`src/rtl/tick_sequencer.sv`:
```
// tick_sequencer: a step sequencer advanced by tick_lf strobes. Two raw
// buttons (start, stop) are synchronized, filtered into single press pulses
// and drive an IDLE/RUN/PAUSE/DONE state machine.
//
// Build option: define TICK_SEQUENCER_DEBOUNCE_EN to accept a button level
// only after DEBOUNCE consecutive identical samples taken on tick_mf. When
// it is undefined, the synchronized level is edge-detected every clk_in
// cycle and tick_mf / DEBOUNCE have no effect.
//
// Strobe semantics: tick_mf and tick_lf are one-cycle qualifiers sampled on
// posedge clk_in; there is no back-pressure. A press pulse is high for exactly
// one cycle per accepted 0->1 button transition and is consumed by the state
// machine on the following edge.
module tick_sequencer #(
  parameter int STEPS      = 8,
  parameter int STEP_TICKS = 1,
  parameter int DEBOUNCE   = 4
) (
  input  logic                     clk_in,
  input  logic                     rst,
  input  logic                     tick_mf,
  input  logic                     tick_lf,
  input  logic                     btn_start,
  input  logic                     btn_stop,
  input  logic                     mode_loop,
  output logic [$clog2(STEPS)-1:0] step_idx,
  output logic [1:0]               state,
  output logic                     busy,
  output logic                     done
);

  localparam int IW = $clog2(STEPS);
  localparam logic [IW-1:0] LAST_STEP = IW'(STEPS - 1);
  localparam logic [7:0]    LAST_TICK = 8'(STEP_TICKS - 1);

  typedef enum logic [1:0] {
    ST_IDLE  = 2'd0,
    ST_RUN   = 2'd1,
    ST_PAUSE = 2'd2,
    ST_DONE  = 2'd3
  } state_e;

  // Bit 0 = start, bit 1 = stop throughout the button path.
  logic [1:0] btn_raw;
  assign btn_raw = {btn_stop, btn_start};

  logic [1:0] sync1_q;
  logic [1:0] sync2_q;
  logic [1:0] vld_q;     // fills with ones once sync2_q holds real samples
  logic [1:0] lvl_q;     // accepted button level
  logic [1:0] lvl_d;
  logic [1:0] press_q;   // one-cycle press pulses
  logic [1:0] press_d;

  // Two-flop synchronizer plus a marker that the pipeline holds post-reset data.
  always_ff @(posedge clk_in) begin
    if (rst) begin
      sync1_q <= '0;
      sync2_q <= '0;
      vld_q   <= '0;
    end else begin
      sync1_q <= btn_raw;
      sync2_q <= sync1_q;
      vld_q   <= {vld_q[0], 1'b1};
    end
  end

`ifdef TICK_SEQUENCER_DEBOUNCE_EN
  localparam logic [3:0] DEB_LAST = 4'(DEBOUNCE - 1);

  logic [1:0][3:0] cnt_q;
  logic [1:0][3:0] cnt_d;

  // Count consecutive tick_mf samples that differ from the accepted level;
  // accept the new level on the DEBOUNCE-th one, pulsing only for a rise.
  always_comb begin
    lvl_d   = lvl_q;
    cnt_d   = cnt_q;
    press_d = '0;
    if (vld_q[1] && tick_mf) begin
      for (int i = 0; i < 2; i++) begin
        if (sync2_q[i] == lvl_q[i]) begin
          cnt_d[i] = '0;
        end else if (cnt_q[i] == DEB_LAST) begin
          lvl_d[i]   = sync2_q[i];
          cnt_d[i]   = '0;
          press_d[i] = sync2_q[i];
        end else begin
          cnt_d[i] = cnt_q[i] + 4'd1;
        end
      end
    end
  end
`else
  logic       unused_tick_mf;
  logic [3:0] unused_debounce;
  assign unused_tick_mf  = tick_mf;
  assign unused_debounce = 4'(DEBOUNCE);

  // Plain rising-edge detect on the synchronized level, every cycle.
  always_comb begin
    lvl_d   = lvl_q;
    press_d = '0;
    if (vld_q[1]) begin
      lvl_d   = sync2_q;
      press_d = sync2_q & ~lvl_q;
    end
  end
`endif

  // Filter registers. The accepted level resets high so a button held
  // through reset must first be seen low before it can press again.
  always_ff @(posedge clk_in) begin
    if (rst) begin
      lvl_q   <= 2'b11;
      press_q <= '0;
`ifdef TICK_SEQUENCER_DEBOUNCE_EN
      cnt_q   <= '0;
`endif
    end else begin
      lvl_q   <= lvl_d;
      press_q <= press_d;
`ifdef TICK_SEQUENCER_DEBOUNCE_EN
      cnt_q   <= cnt_d;
`endif
    end
  end

  logic press_start;
  logic press_stop;
  assign press_start = press_q[0];
  assign press_stop  = press_q[1];

  state_e        state_q;
  state_e        state_d;
  logic [IW-1:0] step_q;
  logic [IW-1:0] step_d;
  logic [7:0]    tcnt_q;
  logic [7:0]    tcnt_d;
  logic          busy_q;
  logic          done_q;
  logic          done_d;

  // Next-state logic; a stop press always wins over a start press.
  always_comb begin
    state_d = state_q;
    step_d  = step_q;
    tcnt_d  = tcnt_q;
    done_d  = 1'b0;
    unique case (state_q)
      ST_IDLE: begin
        if (!press_stop && press_start) begin
          state_d = ST_RUN;
          step_d  = '0;
          tcnt_d  = '0;
        end
      end
      ST_RUN: begin
        if (press_stop) begin
          // The tick of this cycle, if any, is deliberately dropped.
          state_d = ST_PAUSE;
        end else if (tick_lf) begin
          if (tcnt_q == LAST_TICK) begin
            tcnt_d = '0;
            if (step_q == LAST_STEP) begin
              step_d = '0;
              if (!mode_loop) begin
                state_d = ST_DONE;
                done_d  = 1'b1;
              end
            end else begin
              step_d = step_q + IW'(1);
            end
          end else begin
            tcnt_d = tcnt_q + 8'd1;
          end
        end
      end
      ST_PAUSE: begin
        if (press_stop) begin
          state_d = ST_IDLE;
          step_d  = '0;
          tcnt_d  = '0;
        end else if (press_start) begin
          state_d = ST_RUN;
        end
      end
      ST_DONE: begin
        if (press_stop) begin
          state_d = ST_IDLE;
          step_d  = '0;
          tcnt_d  = '0;
        end else if (press_start) begin
          state_d = ST_RUN;
          step_d  = '0;
          tcnt_d  = '0;
        end
      end
      default: state_d = ST_IDLE;
    endcase
  end

  // State, counters and registered outputs.
  always_ff @(posedge clk_in) begin
    if (rst) begin
      state_q <= ST_IDLE;
      step_q  <= '0;
      tcnt_q  <= '0;
      busy_q  <= 1'b0;
      done_q  <= 1'b0;
    end else begin
      state_q <= state_d;
      step_q  <= step_d;
      tcnt_q  <= tcnt_d;
      busy_q  <= (state_d == ST_RUN);
      done_q  <= done_d;
    end
  end

  assign state    = state_q;
  assign step_idx = step_q;
  assign busy     = busy_q;
  assign done     = done_q;

endmodule

```
`config.mk`:
```
export PLATFORM = sky130hd
export DESIGN_NAME = tick_sequencer
export DESIGN_NICKNAME = d
export VERILOG_FILES = /design/src/rtl/tick_sequencer.sv
export SDC_FILE = /design/constraint.sdc
export NUM_CORES = 1
export LEC_CHECK = 0
export ABC_AREA = 1
export CAP_MARGIN = 15
export CORE_MARGIN = 2
export CORE_UTILIZATION = 35
export DETAILED_ROUTE_END_ITERATION = 8
export RECOVER_POWER = 25
export SYNTH_ARGS = -nofsm -noshare
export SYNTH_HDL_FRONTEND = slang
export SYNTH_SLANG_ARGS = --single-unit
export TNS_END_PERCENT = 20
```
`constraint.sdc`:
```
create_clock -name clk_in -period 1.7 [get_ports clk_in]
set_input_delay 0.17 -clock clk_in [delete_from_list [all_inputs] [get_ports clk_in]]
set_output_delay 0.17 -clock clk_in [all_outputs]
set_load 0.05 [all_outputs]
```
==> Word level (Yosys, flattened, before mapping) <==
Cells that the tools add are included.
{ "word_totals": {"register_bits": 25, "output_inout_bits": 7, "input_bits": 7, "elab_cells": 68} }
{ "op_classes": {"n_mux": 28, "n_eq_ne": 11, "reduce_logical": 9, "n_addsub": 2, "n_bitwise": 7} }
{ "ops": {"columns": ["operator", "n"], "rows": [
  ["$mux W8", 7],
  ["$pmux W8 S4", 1],
  ["$mux W3", 8],
  ["$mux W2", 8],
  ["$pmux W3 S4", 1],
  ["$ne A2 B2 Y1 const B", 5],
  ["$add A8 B1 Y8 const B", 1],
  ["$logic_not A8 Y1", 1],
  ["$pmux W2 S3", 1],
  ["$reduce_and A6 Y1", 1],
  ["$reduce_or A6 Y1", 1],
  ["$not A1 Y1", 5],
  ["$reduce_and A5 Y1", 1],
  ["$eq A2 B1 Y1 const B", 2],
  ["$eq A2 B2 Y1 const B", 2],
  ["$reduce_or A2 Y1", 2],
  ["$add A3 B1 Y3 const B", 1],
  ["$eq A3 B3 Y1 const B", 1],
  ["$ne A3 B3 Y1 const B", 1],
  ["$and A2 B2 Y2", 1],
  ["$logic_not A2 Y1", 1],
  ["$mux W1", 2],
  ["$not A2 Y2", 1],
  ["$logic_and A1 B1 Y1", 1],
  ["$logic_not A1 Y1", 1]
]} }

==> Logic depth before layout (Yosys ltp) <==
Gate-level depths: netlist of run 1.
{ "logic_depth": {"word_depth": 7, "mapped_depth": 9, "depth_no_buf": 9} }

==> Worst setup path after synthesis of run 1 <==
Ideal clock, no wire load.
{ "synth_timing": {"path_kind": "register to register", "startpoint": "register state_q[0] (netlist: state[0])", "endpoint": "register tcnt_q[0]", "setup_time_ns": 0.115, "path_buffers": 1, "period_less_slack_ns": 1.532, "setup_slack_ns": 0.168, "required_time_ns": 1.585, "stages_incl_launch_ff": 9, "arrival_time_ns": 1.417, "path_cell_list": "dfxtp_1 > inv_2 > nor2_4 > nand2_2 > nand2_2 > nor2_4 > buf_6 > a21oi_1 > nor2_1"} }
{ "synth_via": {"elab_chain_cells": 3, "word_cells_on_any_way": 11, "cone_classes": "eq/ne (8); mux (1); reduce/logical (2)"} }
{ "synth_lines": {"columns": ["item", "line_no", "rtl"], "rows": [
  ["start: declaration", "134", "state_e state_q;"],
  ["start signal: assignment", "212", "state_q <= state_d;"],
  ["$eq A2 B2 Y1 (tied with other cells)", "150", "unique case (state_q)"],
  ["$ne A3 B3 Y1 (no source line) / $ne A2 B2 Y1 (equally long branches)", null, null],
  ["$reduce_and A5 Y1 (no source line)", null, null],
  ["end signal: assignment", "214", "tcnt_q <= tcnt_d;"],
  ["end: declaration", "138", "logic [7:0] tcnt_q;"]
]} }
Several ways; a longest one is shown, not always the timed one.
A chain may end at the register's enable or synchronous reset.

==> Final worst setup path of run 1 <==
{ "layout_timing": {"startpoint": "register busy_q (netlist: busy)", "endpoint": "output port busy"} }
{ "layout_lines": {"columns": ["item", "line_no", "rtl"], "rows": [
  ["start: declaration", "140", "logic busy_q;"],
  ["start signal: assignment", "215", "busy_q <= (state_d == ST_RUN);"],
  ["end: declaration", "28", "output logic busy,"]
]} }
No word-level cell between the ends.

==> results_dict.tcl, run 1 <==
set metrics [dict create \
    routed-via-count 943 \
    peakVddDrop_uv 351 \
    synth_ff_type "dfxtp_1" \
    critPathMaxStageDelay_ns 0.79 \
    wl_per_cell_um 10.2 \
    post_cts_buffers 0 \
    yosys-top-cells-count "nand2_1, dfxtp_1, nor2_1, inv_1, nand3_1" \
    numPortBuffers 12 \
    yosysSeqAreaShare_pct 44.5 \
    vias_per_cell 4.43 \
    first_pass_iters 4 \
    fin_crit_ns 1.63 \
    synth_area_leaders "dfxtp_1, nand2_1, nor2_1, inv_1, ha_1" \
    antenna_found_initial 0 \
    ys_types 25 \
    status "complete, no violations" \
    p_seq_share_pct 64.4 \
    synth_cells 153 \
    crit_buf_inv 1 \
    rsz0062_at_grt "no" \
    drc 0 \
    final-setup-viol-count 0 \
    cts_made_buffers 3 \
    worst_slack_ns 0.0711 \
    critPathArrivalTime_ns 1.46 \
    synth_top_area_share_pct 44.5 \
    worstSetupPathType "reg -> out" \
    cap_violations 0 \
    coreArea_um2 3050 \
    cp-end-kind "primary output" \
    cp_top_family "buffers and inverters" \
    dpl_worst_slack_ns 0.113 \
    nets 181 \
    comb_power_share_pct 4.6 \
    cts.sinks 25 \
    syn_area_per_cell_um2 7.35 \
    synth-seq-cells 25 \
    grt_max_degree 17 \
    min_period_over_period_pct 95.8 \
    cts_buffer_depth 2 \
    rows 20 \
    die_h_um 60.7 \
    p_per_area_nw_per_um2 706 \
    htreeDepth 1 \
    synth_nets 164 \
    finalHoldViolCount 0 \
    maxSlewViolCount 0 \
    cts_tree "built" \
    area_growth_pct 17.4 \
    grt_overflow 0 \
    tns_ns 0 \
    p_clk_share_pct 31.0 \
    die_x_um 60.7 \
    post-synth-top-count-cell "nand2_1" \
    dieArea_um2 3680 \
    p_sw_w 0.000221 \
    yosysWarnings 0 \
    drtIter0Drc 17 \
    grt_pass1_wl_um 3890 \
    wl_um 2160 \
    critPathSlowestCell "clkdlybuf4s50_1" \
    ios 14 \
    synth_top_area_cell "dfxtp_1" \
    drive_gt1_share_pct 13.0 \
    fmax_mhz 614 \
    path_cells "clkdlybuf4s50_1" \
    start_util_pct 36.8 \
    clockRootBuffer "clkbuf_4" \
    grt_pass1_vias 945 \
    worstPathRequired_ns 1.53 \
    p_int_w 0.000711 \
    fin_skew_ns 0.00989 \
    antennaDiodeCount 0 \
    grt_util_all_layers_pct 14.2 \
    dpl.hpwl_um 1650 \
    post_synth_instance_area_um2 1120 \
    async_reset_ff_share_pct 0 \
    worstMarginPinSlew_ns 0.590 \
    gp_congestion 0.797 \
    power_leakage_nw 0.585 \
    ant_nets 0 \
    path_max_fanout 1 \
    clock_latency_ns 0.33 \
    synth_edf_count 0 \
    fin_area_um2 1320 \
    clk_pin_slew_ns 0.15 \
    dpl_cell_area_um2 1290 \
    maxSlewHeadroom_pct 60.6 \
    hp-class "in -> reg" \
    cp-start-kind "register" \
    p_sw_share_pct 23.7 \
]
flip-flops by register name, summed over array words and instances (netlist names):
signal,flops
state,2
sync2_q,2
lvl_q,2
tcnt_q,8
sync1_q,2
done,1
busy,1
step_idx,3
vld_q,2
press_q,2
power by group through the flow:
stage                     Sequential (W)  Combinational (W)  Clock [W]
final                           0.000600          0.0000430   0.000289
after global placement          0.000613          0.0000439          0
after floorplan                 0.000614          0.0000227          0
after detailed placement        0.000613          0.0000451          0
after CTS                       0.000600          0.0000453   0.000299
after global routing            0.000602          0.0000486   0.000319
path summary, 6_finish.rpt:
| path | startpoint | endpoint | slack, ns | cells past startpoint |
|---|---|---|---|---|
| setup / recovery | busy | busy | 0.07 | 1 |
| hold reg to reg | sync1_q[1] | sync2_q[1] | 0.42 | 2 |
| setup reg to reg | state[1] | step_idx[2] | 0.29 | 8 |
| hold / removal | btn_start | sync1_q[0] | 0.34 | 3 |
routing by layer:
metal	vias up	GRT usage [%]	wire, um	share of wire, %
met3	5	1.71	57	2.6
li1	514	-	-	-
met1	408	16.3	1040	48
met5	-	0	0	0
met2	16	25.2	1010	47
met4	0	8.39	53	2.5
metrics by stage:
stage | utilization, % | cells | power (W) | hold WS (ns)
2_1_floorplan | - | 153 | 0.000636 | 0.247
3_3_place_gp | 42.3 | 209 | 0.000657 | 0.394
3_5_place_dp | 42.3 | 209 | 0.000658 | 0.400
4_1_cts | 43.3 | 213 | 0.000945 | 0.335
5_1_grt | 43.2 | 213 | 0.000970 | 0.330
6_report | 43.2 | 213 | 0.000932 | 0.338
cells by family after synthesis:
group	Yosys count	share of synthesized area, %
flip-flops	25	44.5
adder cells (fa/ha/maj)	4	4.45
buffers and inverters	28	10.0
AO/OA/AOI/OAI	16	8.90
AND/OR/NAND/NOR	80	32.1
timing repair:
action                                  CTS  global route
endpoints found under the setup margin    2             1
hold buffers                              0             0
resized for setup                         2             1
cell type report:
class / count / area, um2
Fill cell: 344 / 1730
Inverter: 26 / 97.6
Tap cell: 44 / 55.1
Clock inverter: 1 / 8.76
Multi-Input combinational cell: 100 / 512
Clock buffer: 3 / 22.5
Timing Repair Buffer: 14 / 124
Sequential cell: 25 / 500
placed cells by master (no fill, tap or decap), types with 2 or more instances in the layout:
| cell | count |
|---|---|
| a21oi_1 | 8 |
| a21oi_2 | 2 |
| buf_4 | 4 |
| clkbuf_4 | 3 |
| clkdlybuf4s50_1 | 5 |
| dfxtp_1 | 25 |
| dlygate4sd2_1 | 2 |
| ha_1 | 4 |
| inv_1 | 21 |
| inv_2 | 4 |
| nand2_1 | 32 |
| nand2_2 | 4 |
| nand3_1 | 9 |
| nand4_1 | 4 |
| nor2_1 | 23 |
| nor2_4 | 2 |
| nor4_1 | 2 |
| o211ai_1 | 2 |
(Power assumes the default switching activity.)
==> run 2, diff against run 1 <==
HOLD_SLACK_MARGIN = 0.05   (was not set)
==> results of run 2 <==
Same layout as run 1: the final DEF is identical, and so are final timing and power.
==> run 3, diff against run 2 <==
CORE_UTILIZATION = 26   (was 35)
==> results_dict.tcl, run 3 (synthesis results as in run 1) <==
set metrics [dict create \
    cts_made_buffers 3 \
    cp-start-kind "register" \
    fillers 457 \
    r2r_setup_slack_ns 0.31 \
    antennaDiodeCount 0 \
    layout.area.seq_um2 500 \
    r2r_end "step_idx[2]" \
    wl_um 2020 \
    area_growth_pct 20.2 \
    grt_max_degree 14 \
    maxSlewHeadroom_pct 67.3 \
    p_per_area_nw_per_um2 728 \
    drive_gt1_share_pct 13.5 \
    clockRootBuffer "clkbuf_8" \
    finalHoldViolCount 0 \
    peakVddDrop_uv 293 \
    wl_per_cell_um 9.17 \
    start_util_pct 27.5 \
    post_cts_buffers 0 \
    cts_resized 0 \
    cts.sinks 25 \
    critPathMaxStageDelay_ns 0.79 \
    clock_latency_ns 0.26 \
    grt_overflow 0 \
    routed-via-count 954 \
    clk_pin_slew_ns 0.08 \
    cts_buffer_depth 2 \
    layout_commonest_cell "nand2_1" \
    vias_per_cell 4.34 \
    hp-class "reg -> reg" \
    ant_nets 0 \
    grt_use_met2_pct 14.0 \
    worstPathRequired_ns 1.53 \
    gp_congestion 0.811 \
    hold_end "sync2_q[1]" \
    reg2reg_from "tcnt_q[0]" \
    cts-hold-fix-buffers 0 \
    drc 0 \
    tns_ns 0 \
    min_period_over_period_pct 90.4 \
    grt_util_all_layers_pct 9.21 \
    critPathSlowestCell "clkdlybuf4s50_1" \
    busiest_layer "met2" \
    cp_top_family "buffers and inverters" \
    die_x_um 69.8 \
    dieArea_um2 4870 \
    multiInputGateArea_um2 512 \
    status "complete, no violations" \
    maxSlewViolCount 0 \
    nets 182 \
    power_leakage_nw 0.568 \
    ios 14 \
    final_cell_mix "nand2_1, dfxtp_1, nor2_1" \
    dpl.hpwl_um 1550 \
    grt_pass1_wl_um 3590 \
    min_path_cells 2 \
    rsz0062_at_grt "no" \
    regMostFlops "tcnt_q" \
    rows 23 \
    antenna_found_initial 0 \
    post-route-util_pct 33.1 \
    worstMarginPinSlew_ns 0.489 \
    cap_violations 0 \
    fin_skew_ns 0.00285 \
    cts_tree "built" \
    die_h_um 69.8 \
    critPathArrivalTime_ns 1.37 \
    crit_buf_inv 1 \
    drtIter0Drc 40 \
    fmax_mhz 651 \
    worstSetupPathType "reg -> out" \
    htreeDepth 1 \
    final-setup-viol-count 0 \
    fin_crit_ns 1.54 \
    cp-end-kind "primary output" \
    min_from "sync1_q[1]" \
    grt_pass1_vias 840 \
    path_max_fanout 1 \
    first_pass_iters 4 \
    numPortBuffers 12 \
    largest_register_ffs 8 \
    use_met1_pct 11.8 \
    rr_worst_depth 8 \
    path_cells "clkdlybuf4s50_1" \
    coreArea_um2 4090 \
    grtUsageMet3_pct 2.76 \
]
-- run 3: changes by cell type in the layout (fill, tap and decap cells not counted) --
cell | before | now
dlymetal6s2s_1 | 1 | 0
clkdlybuf4s50_1 | 5 | 6
buf_12 | 0 | 1
buf_4 | 4 | 5
clkbuf_4 | 3 | 0
clkbuf_8 | 0 | 3
clkbuf_1 | 1 | 3
inv_6 | 1 | 0
dlygate4sd2_1 | 2 | 0
-- run 3: how the worst max path moves through the flow --
| stage | start | end | slack [ns] | cells past startpoint |
|---|---|---|---|---|
| detailed placement | tick_lf | step_idx[2] | 0.14 | 9 |
| CTS | done | done | 0.15 | 1 |
| global placement | tick_lf | step_idx[2] | 0.16 | 9 |
| global route | busy | busy | 0.11 | 1 |
| floorplan | state[0] | tcnt_q[0] | 0.17 | 8 |
| finish | done | done | 0.16 | 1 |
-- run 3: metrics by stage --
step | total power (W) | setup slack, ns | instances | hold WS, ns | cell area, um2
after floorplan | 0.000636 | 0.168 | 153 | 0.247 | 1120
after global placement | 0.000659 | 0.155 | 216 | 0.390 | 1320
after detailed placement | 0.000660 | 0.144 | 216 | 0.392 | 1320
after CTS | 0.00101 | 0.148 | 220 | 0.404 | 1360
after global routing | 0.00104 | 0.109 | 220 | 0.422 | 1350
final | 0.000985 | 0.163 | 220 | 0.403 | 1350
-- run 3: final cells by class --
type                            instances  share of cell area, %
Sequential cell                        25                   37.0
Inverter                               26                   7.22
Tap cell                               50                   4.63
Multi-Input combinational cell        100                   37.8
Timing Repair Buffer                   15                   9.99
Clock buffer                            4                   3.33
-- run 3: routing by layer --
metal	routed length, um	up-vias	part of all wire, %
li1	-	515	-
met3	88	5	4.4
met1	1040	418	51
met4	49	0	2.4
met2	841	16	42
met5	0	-	0
-- run 3: report_power, final --
part | internal (W) | switching, W | leakage (nW)
Sequential | 0.000596 | 0.00000349 | 0.203
Combinational | 0.0000192 | 0.0000241 | 0.342
Clock | 0.000167 | 0.000175 | 0.0228
